## config.mk

```make
export PLATFORM = sky130hd
export DESIGN_NAME = xbar_pipe
export DESIGN_NICKNAME = d
export VERILOG_FILES = /design/src/rtl/xbar_pipe_pkg.sv /design/src/rtl/xbar_rr_arb.sv /design/src/rtl/xbar_pipe.sv
export SDC_FILE = /design/constraint.sdc
export NUM_CORES = 1
export LEC_CHECK = 0
export ABC_AREA = 1
export CAP_MARGIN = 20
export CELL_PAD_IN_SITES_DETAIL_PLACEMENT = 1
export CELL_PAD_IN_SITES_GLOBAL_PLACEMENT = 1
export CORE_MARGIN = 2
export CORE_UTILIZATION = 29
export CTS_BUF_LIST = sky130_fd_sc_hd__clkbuf_16
export DETAILED_ROUTE_END_ITERATION = 6
export HOLD_SLACK_MARGIN = 0.08
export PLACE_DENSITY = 0.89
export SLEW_MARGIN = 10
export SYNTH_ARGS = -nofsm -noshare
export SYNTH_HDL_FRONTEND = slang
export SYNTH_SLANG_ARGS = --single-unit
```

## constraint.sdc

```tcl
create_clock -name clk -period 9.5 [get_ports clk]
set_input_delay 1.9 -clock clk [delete_from_list [all_inputs] [get_ports clk]]
set_output_delay 1.9 -clock clk [all_outputs]
set_load 0.02 [all_outputs]
```

## src/rtl/xbar_pipe_pkg.sv

```systemverilog
// Shared constants for the pipelined crossbar: arbitration modes, default sizes
// and the width of a port index.
package xbar_pipe_pkg;

    localparam int ARB_FIXED = 0;
    localparam int ARB_RR    = 1;

    localparam int DEF_NUM_PORT   = 4;
    localparam int DEF_DATA_WIDTH = 64;

    // A port index always needs at least one bit, even for a 2-port crossbar.
    function automatic int ptrWidth(input int numPort);
        return (numPort <= 2) ? 1 : $clog2(numPort);
    endfunction

endpackage

```

## src/rtl/xbar_rr_arb.sv

```systemverilog
// Single-output arbiter: picks one requester per cycle, either lowest index first
// or round-robin starting from the slot after the previous winner.
module xbar_rr_arb
    import xbar_pipe_pkg::*;
#(
    parameter int NUM_PORT = DEF_NUM_PORT,
    parameter int ARB_MODE = ARB_RR,
    localparam int PTR_W   = ptrWidth(NUM_PORT)
) (
    input  logic                clk,
    input  logic                reset,
    input  logic [NUM_PORT-1:0] req_i,
    output logic [NUM_PORT-1:0] gnt_o
);

    logic [PTR_W-1:0]    ptr_q;
    logic [PTR_W-1:0]    ptr_d;
    logic [NUM_PORT-1:0] gnt;
    logic                found;

    // Two passes: requesters at or above the pointer first, then the wrapped ones.
    // With the pointer pinned at 0 this degenerates to lowest-index-wins.
    always_comb begin
        gnt   = '0;
        ptr_d = ptr_q;
        found = 1'b0;
        for (int i = 0; i < NUM_PORT; i++) begin
            if (!found && req_i[i] && (i >= int'(ptr_q))) begin
                found  = 1'b1;
                gnt[i] = 1'b1;
                ptr_d  = (i == NUM_PORT - 1) ? '0 : PTR_W'(i + 1);
            end
        end
        for (int i = 0; i < NUM_PORT; i++) begin
            if (!found && req_i[i]) begin
                found  = 1'b1;
                gnt[i] = 1'b1;
                ptr_d  = (i == NUM_PORT - 1) ? '0 : PTR_W'(i + 1);
            end
        end
        if (ARB_MODE == ARB_FIXED) begin
            ptr_d = '0;
        end
    end

    always_ff @(posedge clk or posedge reset) begin
        if (reset) begin
            ptr_q <= '0;
        end else begin
            ptr_q <= ptr_d;
        end
    end

    assign gnt_o = gnt;

endmodule

```

## src/rtl/xbar_pipe.sv

```systemverilog
// N x N switch-traversal crossbar with per-output arbitration, multicast requests,
// per-output stall and a registered output stage.
module xbar_pipe
    import xbar_pipe_pkg::*;
#(
    parameter int NUM_PORT   = DEF_NUM_PORT,
    parameter int DATA_WIDTH = DEF_DATA_WIDTH,
    parameter int ARB_MODE   = ARB_RR,
    localparam int PTR_W     = ptrWidth(NUM_PORT)
) (
    input  logic                           clk,
    input  logic                           reset,
    input  logic [NUM_PORT*DATA_WIDTH-1:0] in_data,
    input  logic [NUM_PORT-1:0]            in_valid,
    input  logic [NUM_PORT*NUM_PORT-1:0]   in_req,
    input  logic [NUM_PORT-1:0]            out_stall,
    output logic [NUM_PORT*NUM_PORT-1:0]   gnt,
    output logic [NUM_PORT*DATA_WIDTH-1:0] out_data,
    output logic [NUM_PORT-1:0]            out_valid,
    output logic [NUM_PORT*PTR_W-1:0]      out_src
);

    logic [NUM_PORT-1:0][NUM_PORT-1:0]   effCol;
    logic [NUM_PORT-1:0][NUM_PORT-1:0]   gntCol;
    logic [NUM_PORT-1:0][PTR_W-1:0]      winIdx;
    logic [NUM_PORT-1:0][DATA_WIDTH-1:0] winData;

    logic [NUM_PORT-1:0][DATA_WIDTH-1:0] outData_q;
    logic [NUM_PORT-1:0][DATA_WIDTH-1:0] outData_d;
    logic [NUM_PORT-1:0]                 outValid_q;
    logic [NUM_PORT-1:0]                 outValid_d;
    logic [NUM_PORT-1:0][PTR_W-1:0]      outSrc_q;
    logic [NUM_PORT-1:0][PTR_W-1:0]      outSrc_d;

    // Requests are regrouped per output column; a stalled output sees no requests,
    // so its arbiter neither grants nor advances its pointer.
    always_comb begin
        effCol = '0;
        for (int j = 0; j < NUM_PORT; j++) begin
            for (int i = 0; i < NUM_PORT; i++) begin
                effCol[j][i] = in_valid[i] & in_req[i*NUM_PORT + j] & ~out_stall[j];
            end
        end
    end

    for (genvar j = 0; j < NUM_PORT; j++) begin : g_arb
        xbar_rr_arb #(
            .NUM_PORT (NUM_PORT),
            .ARB_MODE (ARB_MODE)
        ) u_arb (
            .clk   (clk),
            .reset (reset),
            .req_i (effCol[j]),
            .gnt_o (gntCol[j])
        );
    end

    always_comb begin
        gnt = '0;
        for (int j = 0; j < NUM_PORT; j++) begin
            for (int i = 0; i < NUM_PORT; i++) begin
                gnt[i*NUM_PORT + j] = gntCol[j][i];
            end
        end
    end

    // Grants are one-hot, so OR-reduction yields the winner's index and flit,
    // and both come out as zero when the output has no grant.
    always_comb begin
        winIdx  = '0;
        winData = '0;
        for (int j = 0; j < NUM_PORT; j++) begin
            for (int i = 0; i < NUM_PORT; i++) begin
                if (gntCol[j][i]) begin
                    winIdx[j]  = winIdx[j] | PTR_W'(i);
                    winData[j] = winData[j] | in_data[i*DATA_WIDTH +: DATA_WIDTH];
                end
            end
        end
    end

    always_comb begin
        outData_d  = outData_q;
        outValid_d = outValid_q;
        outSrc_d   = outSrc_q;
        for (int j = 0; j < NUM_PORT; j++) begin
            if (!out_stall[j]) begin
                outValid_d[j] = |gntCol[j];
                outData_d[j]  = winData[j];
                outSrc_d[j]   = winIdx[j];
            end
        end
    end

    always_ff @(posedge clk or posedge reset) begin
        if (reset) begin
            outData_q  <= '0;
            outValid_q <= '0;
            outSrc_q   <= '0;
        end else begin
            outData_q  <= outData_d;
            outValid_q <= outValid_d;
            outSrc_q   <= outSrc_d;
        end
    end

    assign out_data  = outData_q;
    assign out_valid = outValid_q;
    assign out_src   = outSrc_q;

endmodule

```

==> results of run 1 <==
## cell usage after synthesis, types with 2 or more instances
cell | count | share of area
nand2_2 | 4 | 0.0014
nand3_1 | 278 | 0.080
nand3_2 | 5 | 0.0029
buf_2 | 59 | 0.017
inv_1 | 102 | 0.022
buf_4 | 26 | 0.011
nor3_2 | 3 | 0.0017
dfrtp_1 | 276 | 0.40
a21oi_1 | 258 | 0.075
clkbuf_1 | 63 | 0.014
nor2_2 | 10 | 0.0036
and2_1 | 2 | 0.00072
nor2_1 | 276 | 0.060
a21o_1 | 3 | 0.0013
buf_6 | 19 | 0.012
nand4_1 | 14 | 0.0051
o21ai_0 | 6 | 0.0017
nand2_1 | 1327 | 0.29
buf_1 | 5 | 0.0011
inv_2 | 4 | 0.00087
## power groups by stage
stage / Clock (mW) / Combinational, mW / Sequential [mW]
6_report: 1.35 / 1.86 / 1.67
5_1_grt: 1.42 / 1.97 / 1.69
4_1_cts: 1.37 / 1.85 / 1.66
3_5_place_dp: 0 / 1.84 / 1.67
3_3_place_gp: 0 / 1.80 / 1.67
2_1_floorplan: 0 / 0.560 / 1.92
## worst register-to-register path, cell delays in order (launching register included)
cell and delay, ns:
dfrtp_1 0.40, nor2_1 0.06, nand2_1 0.22, nand3_1 0.20
nor2_1 0.18, nand4_1 0.16, nand2_4 0.12, buf_4 0.81
inv_1 0.35, o211ai_1 0.19
## metrics by stage
| step | hold slack [ns] | area, um^2 |
|---|---|---|
| final | 0.493 | 24500 |
| after global routing | 0.517 | 24500 |
| after CTS | 0.496 | 24400 |
| after detailed placement | 0.480 | 23300 |
| after global placement | 0.463 | 23300 |
| after floorplan | 0.499 | 17300 |
## cells in the final DEF (no fill, tap or decap), types with 8 or more instances in the layout
cell type / netlist / layout
clkbuf_16: 0 / 41
nor2_1: 276 / 274
a21oi_1: 258 / 258
nor2_2: 10 / 10
clkdlybuf4s50_1: 0 / 561
nand2_1: 1327 / 1320
inv_1: 102 / 108
dfrtp_1: 276 / 276
clkinv_1: 1 / 13
nand2_4: 0 / 8
buf_4: 26 / 31
nand4_1: 14 / 14
nand3_1: 278 / 276
## flip-flops by register name (all words and copies together), names as in the netlist
| register | cells |
|---|---|
| out_data | 256 |
| g_arb.u_arb.ptr_q | 8 |
| out_src | 8 |
| out_valid | 4 |
## cell type report
class,instances,area (um^2),area share
multi-input cells,2190,9160,0.375
flip-flops and latches,276,6910,0.282
repair buffers,593,5870,0.240
clock buffers,41,1030,0.0420
well taps,773,967,0.0395
inverters,107,405,0.0166
clock inverters,26,110,0.00450
diodes,5,12.5,0.000512
## per-layer routing
metal	part of all wire	wire, um
met4	0.052	4930
met2	0.47	44700
met5	0.00046	44
met3	0.088	8370
met1	0.39	36600
## logic make-up after synthesis
kind of cell | Yosys count | synth area share
and+or+nand+nor | 1922 | 0.445
AOI/OAI and AO/OA | 268 | 0.0780
buffers and inverters | 279 | 0.0786
DFF | 276 | 0.399
## worst max path at each step
stage	from	to	slack [ns]
global route	in_valid[0]	gnt[0]	2.83
detailed placement	in_valid[0]	gnt[0]	2.95
finish	out_stall[0]	gnt[0]	2.91
floorplan	reset	g_arb[0].u_arb.ptr_q[0]	3.95
global placement	in_valid[0]	gnt[0]	2.98
CTS	in_valid[0]	gnt[0]	2.95
==> qor.yml, run 1 <==
worst_setup_path:
  path_depth: 8
  rr_startpoint: "g_arb[1].u_arb.ptr_q[0]"
  rr_worst_depth: 9
  critical_path.max_fanout: 66
  startpoint_type: "primary input"
  path_delay_family: "simple AND/OR/NAND/NOR gates"
  reg2reg_to: "g_arb[1].u_arb.ptr_q[1]"
  critPathCaptureType: "primary output"
  path_buf_inv: 2
  reg2reg_setup_slack_ns: 6.73
  worstPathCellList: "buf_4 > nor2_2 > nand2_1 > nand2_1 > nor2_1 > nand3_1 > nand2_4 > clkdlybuf4s50_1"
  slowest_delay_ns: 0.78
  crit_top_cell: "nand2_1"
  critPathKind: "in2out"
  cp.required_ns: 7.60
  crit_arrival_ns: 4.69
  cp_slowest_cell: "nand2_4"
global_route:
  gr-max-usage-layer: "met2"
  met1_usage: 0.362
  grt_pass1_wl_mm: 140
  grt_pass1_vias: 23200
  use_met3: 0.0626
  grt_max_degree: 151
  met2_usage: 0.494
  grt_antenna_before_repair: 7
  grt_overflow: 0
  grt_util_all_layers: 0.299
routing:
  routed-via-count: 21900
  wirelength_mm: 94.6
  first_pass_iters: 5
  routedWlPerCell_um: 23.6
  route.detailed.drc: 0
  via_per_inst: 5.45
  ant_nets: 0
  dr.first_iter.drc_count: 1560
sta:
  slew_headroom: 0.225
  setup_ws_ns: 2.91
  max_freq_ghz: 0.152
  skew_ns: 0.0215
  worstMarginPinSlew_ns: 1.16
  setup_viol: 0
  period_share: 0.693
  drv_slew: 0
  finalCriticalPeriod_ns: 6.59
  final_hold_viol_count: 0
  rsz0062_at_grt: "false"
  final.setup.tns_ns: 0
synth:
  synthArstFlopShare: 1.00
  yosysWarnings: 0
  synth_area_mm2: 0.0173
  yosys_most_used_dff: "dfrtp_1"
  synthCells: 2745
  synthesis.nets: 3027
  syn_area_per_cell_um2: 6.31
  ys_types: 25
  yosys_register_bits: 276
  ys_seq_area_frac: 0.399
  synth_edf_count: 0
layout:
  instances_no_fill: 4011
  drive_above_1_share: 0.0368
  nets: 3488
  syn_to_final_growth_pct: 41.2
  fillCellCount: 7542
  fin_util: 0.414
floorplan:
  rows: 89
  ios: 566
  die-area_mm2: 0.0617
  die_h_um: 248
  die_w_um: 248
  core_area_mm2: 0.0590
  start_util: 0.293
placed_design:
  place_congestion: 0.899
  placed_cells: 3939
  io_buffers: 565
  dp_slack_ns: 2.95
  dp_hpwl_mm: 60.8
run_status:
  status: "finished clean"
clock_tree:
  cts-root-buf: "clkbuf_16"
  cts_tree: "yes"
  clockBufferDepth: 3
  cts_resized: 0
  clk_pin_slew_ns: 0.06
  clock_sinks: 276
  cts_hold_buf: 0
  cts_htree_levels: 2
  cts_buffers: 38
  cts_setup_buffers: 0
  clock_latency_ns: 0.56
power_and_ir_drop:
  p_seq_frac: 0.342
  vdd_ir_drop_max_mv: 0.155
  clockPowerShare: 0.277
  leakagePower_nw: 11.7
  p_per_area_mw_per_mm2: 199
  totalPowerFinal_mw: 4.87
  p_sw_mw: 1.89
  internal_power_mw: 2.98
  p_sw_frac: 0.388
  comb_power_share: 0.381
worst_hold_path:
  hold_path_end: "out_data[59]"
  min_path_cells: 2
  worst_hold_startpoint: "out_data[59]"
  min_path_type: "reg2reg"
run:
  drv_cap: 0
No activity file was read; power rests on OpenSTA's default activity.
==> run 2: changes to the inputs <==
- CORE_UTILIZATION: 29 -> 32
- PLACE_DENSITY: 0.89 -> 0.93
- clock period: 9.5 -> 6.6 ns (I/O delays scaled with it)
==> qor.yml, run 2 (synthesized netlist as in run 1, its figures left out) <==
sta:
  worstMarginPinSlew_ns: 1.20
  setup_viol: 0
  period_share: 0.792
  rsz0062_at_grt: "false"
  finalCriticalPeriod_ns: 5.23
  final.setup.tns_ns: 0
  final_hold_viol_count: 0
  drv_slew: 0
  max_freq_ghz: 0.191
  slew_headroom: 0.201
  skew_ns: 0.0156
layout:
  drive_above_1_share: 0.0393
  syn_to_final_growth_pct: 41.1
  multi_input_area_mm2: 0.00916
  ff_latch_area_mm2: 0.00691
  mostFrequentLayoutCells: "nand2_1 (1320), clkdlybuf4s50_1 (561), nand3_1 (276), dfrtp_1 (276), nor2_1 (274)"
  fin_util: 0.455
  nets: 3490
  fillCellCount: 6894
  instances_no_fill: 3939
  final_common_cell: "nand2_1"
  largest_reg_flops: 256
clock_tree:
  cts-root-buf: "clkbuf_16"
  clk_pin_slew_ns: 0.06
  cts_buffers: 36
  clock_latency_ns: 0.56
  cts_hold_buf: 0
  clockBufferDepth: 3
  cts_resized: 0
  cts_htree_levels: 2
  clock_sinks: 276
  cts_tree: "yes"
  cts_setup_buffers: 0
worst_setup_path:
  cp_slowest_cell: "clkdlybuf4s50_1"
  cp.required_ns: 5.28
  critPathKind: "in2out"
  rr_worst_depth: 9
  worstPathCellList: "clkdlybuf4s50_1 > nand2_1 > nor2_2 > nand2_1 > nand3_1 > nor2_1 > nand4_1 > nand2_4 > clkdlybuf4s50_1"
  slowest_delay_ns: 0.72
  reg2reg_setup_slack_ns: 3.81
  startpoint_type: "primary input"
  critPathCaptureType: "primary output"
  critical_path.max_fanout: 33
  crit_arrival_ns: 3.91
placed_design:
  dp_hpwl_mm: 59.2
  placed_cells: 3866
  place_congestion: 0.892
  io_buffers: 565
global_route:
  grt_util_all_layers: 0.334
  grt_max_degree: 150
  grt_pass1_wl_mm: 142
  grt_antenna_before_repair: 14
  grt_overflow: 0
  grt_pass1_vias: 23000
routing:
  routed-via-count: 22100
  route.detailed.drc: 0
  first_pass_iters: 5
  via_per_inst: 5.61
  dr.first_iter.drc_count: 2046
  ant_nets: 0
  wirelength_mm: 95.3
  routedWlPerCell_um: 24.2
floorplan:
  rows: 85
  ios: 566
  start_util: 0.322
  die-area_mm2: 0.0560
  die_w_um: 237
  core_area_mm2: 0.0537
  die_h_um: 237
worst_hold_path:
  min_path_type: "reg2reg"
  min_path_cells: 1
power_and_ir_drop:
  leakagePower_nw: 11.8
  totalPowerFinal_mw: 7.12
  p_per_area_mw_per_mm2: 291
  vdd_ir_drop_max_mv: 0.160
run:
  drv_cap: 0
run_status:
  status: "finished clean"
-- run 2: cell types whose count changed in the layout (fill, tap and decap cells not counted), sizes merged --
cell	previous run	this run
clkinvlp	2	3
inv	115	113
clkbuf	41	37
bufinv	0	4
clkinv	16	15
buf	32	36
diode	5	8
-- run 2: final timing paths --
path	start	endpoint
worst min-delay path	out_valid[3]	out_valid[3]
worst min register to register	out_valid[3]	out_valid[3]
worst max register to register	g_arb[1].u_arb.ptr_q[0]	g_arb[1].u_arb.ptr_q[1]
worst max-delay path	in_valid[0]	gnt[9]
max in group asynchronous	reset	out_data[234]
min in group asynchronous	reset	out_data[204]
-- run 2: metal layers --
| metal | routed length [um] | global-route usage |
|---|---|---|
| met1 | 35800 | 0.402 |
| met2 | 44400 | 0.552 |
| met3 | 9660 | 0.0720 |
| met4 | 5390 | 0.191 |
| met5 | 66 | 0 |
-- run 2: final cells by class --
cell class / count / share of cell area
antenna: 8 / 0.000819
clock buffer: 37 / 0.0379
clock inverter: 28 / 0.00958
inverter: 107 / 0.0166
multi-input combinational: 2190 / 0.375
sequential: 276 / 0.283
tap: 696 / 0.0356
timing repair buffer: 597 / 0.242
-- run 2: critical path, delay by kind of cell --
| kind | cells | cell delay (ns) |
|---|---|---|
| simple gates | 7 | 1.35 |
| buf+inv | 2 | 1.19 |
-- run 2: stage by stage --
step,instance area (um^2),setup slack [ns],hold WS (ns)
6_report,24400,1.37,0.478
2_1_floorplan,17300,1.63,0.499
5_1_grt,24400,1.25,0.513
4_1_cts,24400,1.37,0.483
3_5_place_dp,23300,1.37,0.470
3_3_place_gp,23300,1.50,0.466
-- run 2: power breakdown --
part	switching [mW]	leakage [nW]	total [mW]	internal, mW
logic	1.60	7.79	2.70	1.11
registers	0.299	3.38	2.38	2.08
clock network	0.860	0.588	2.03	1.17
total	2.76	11.8	7.12	4.36
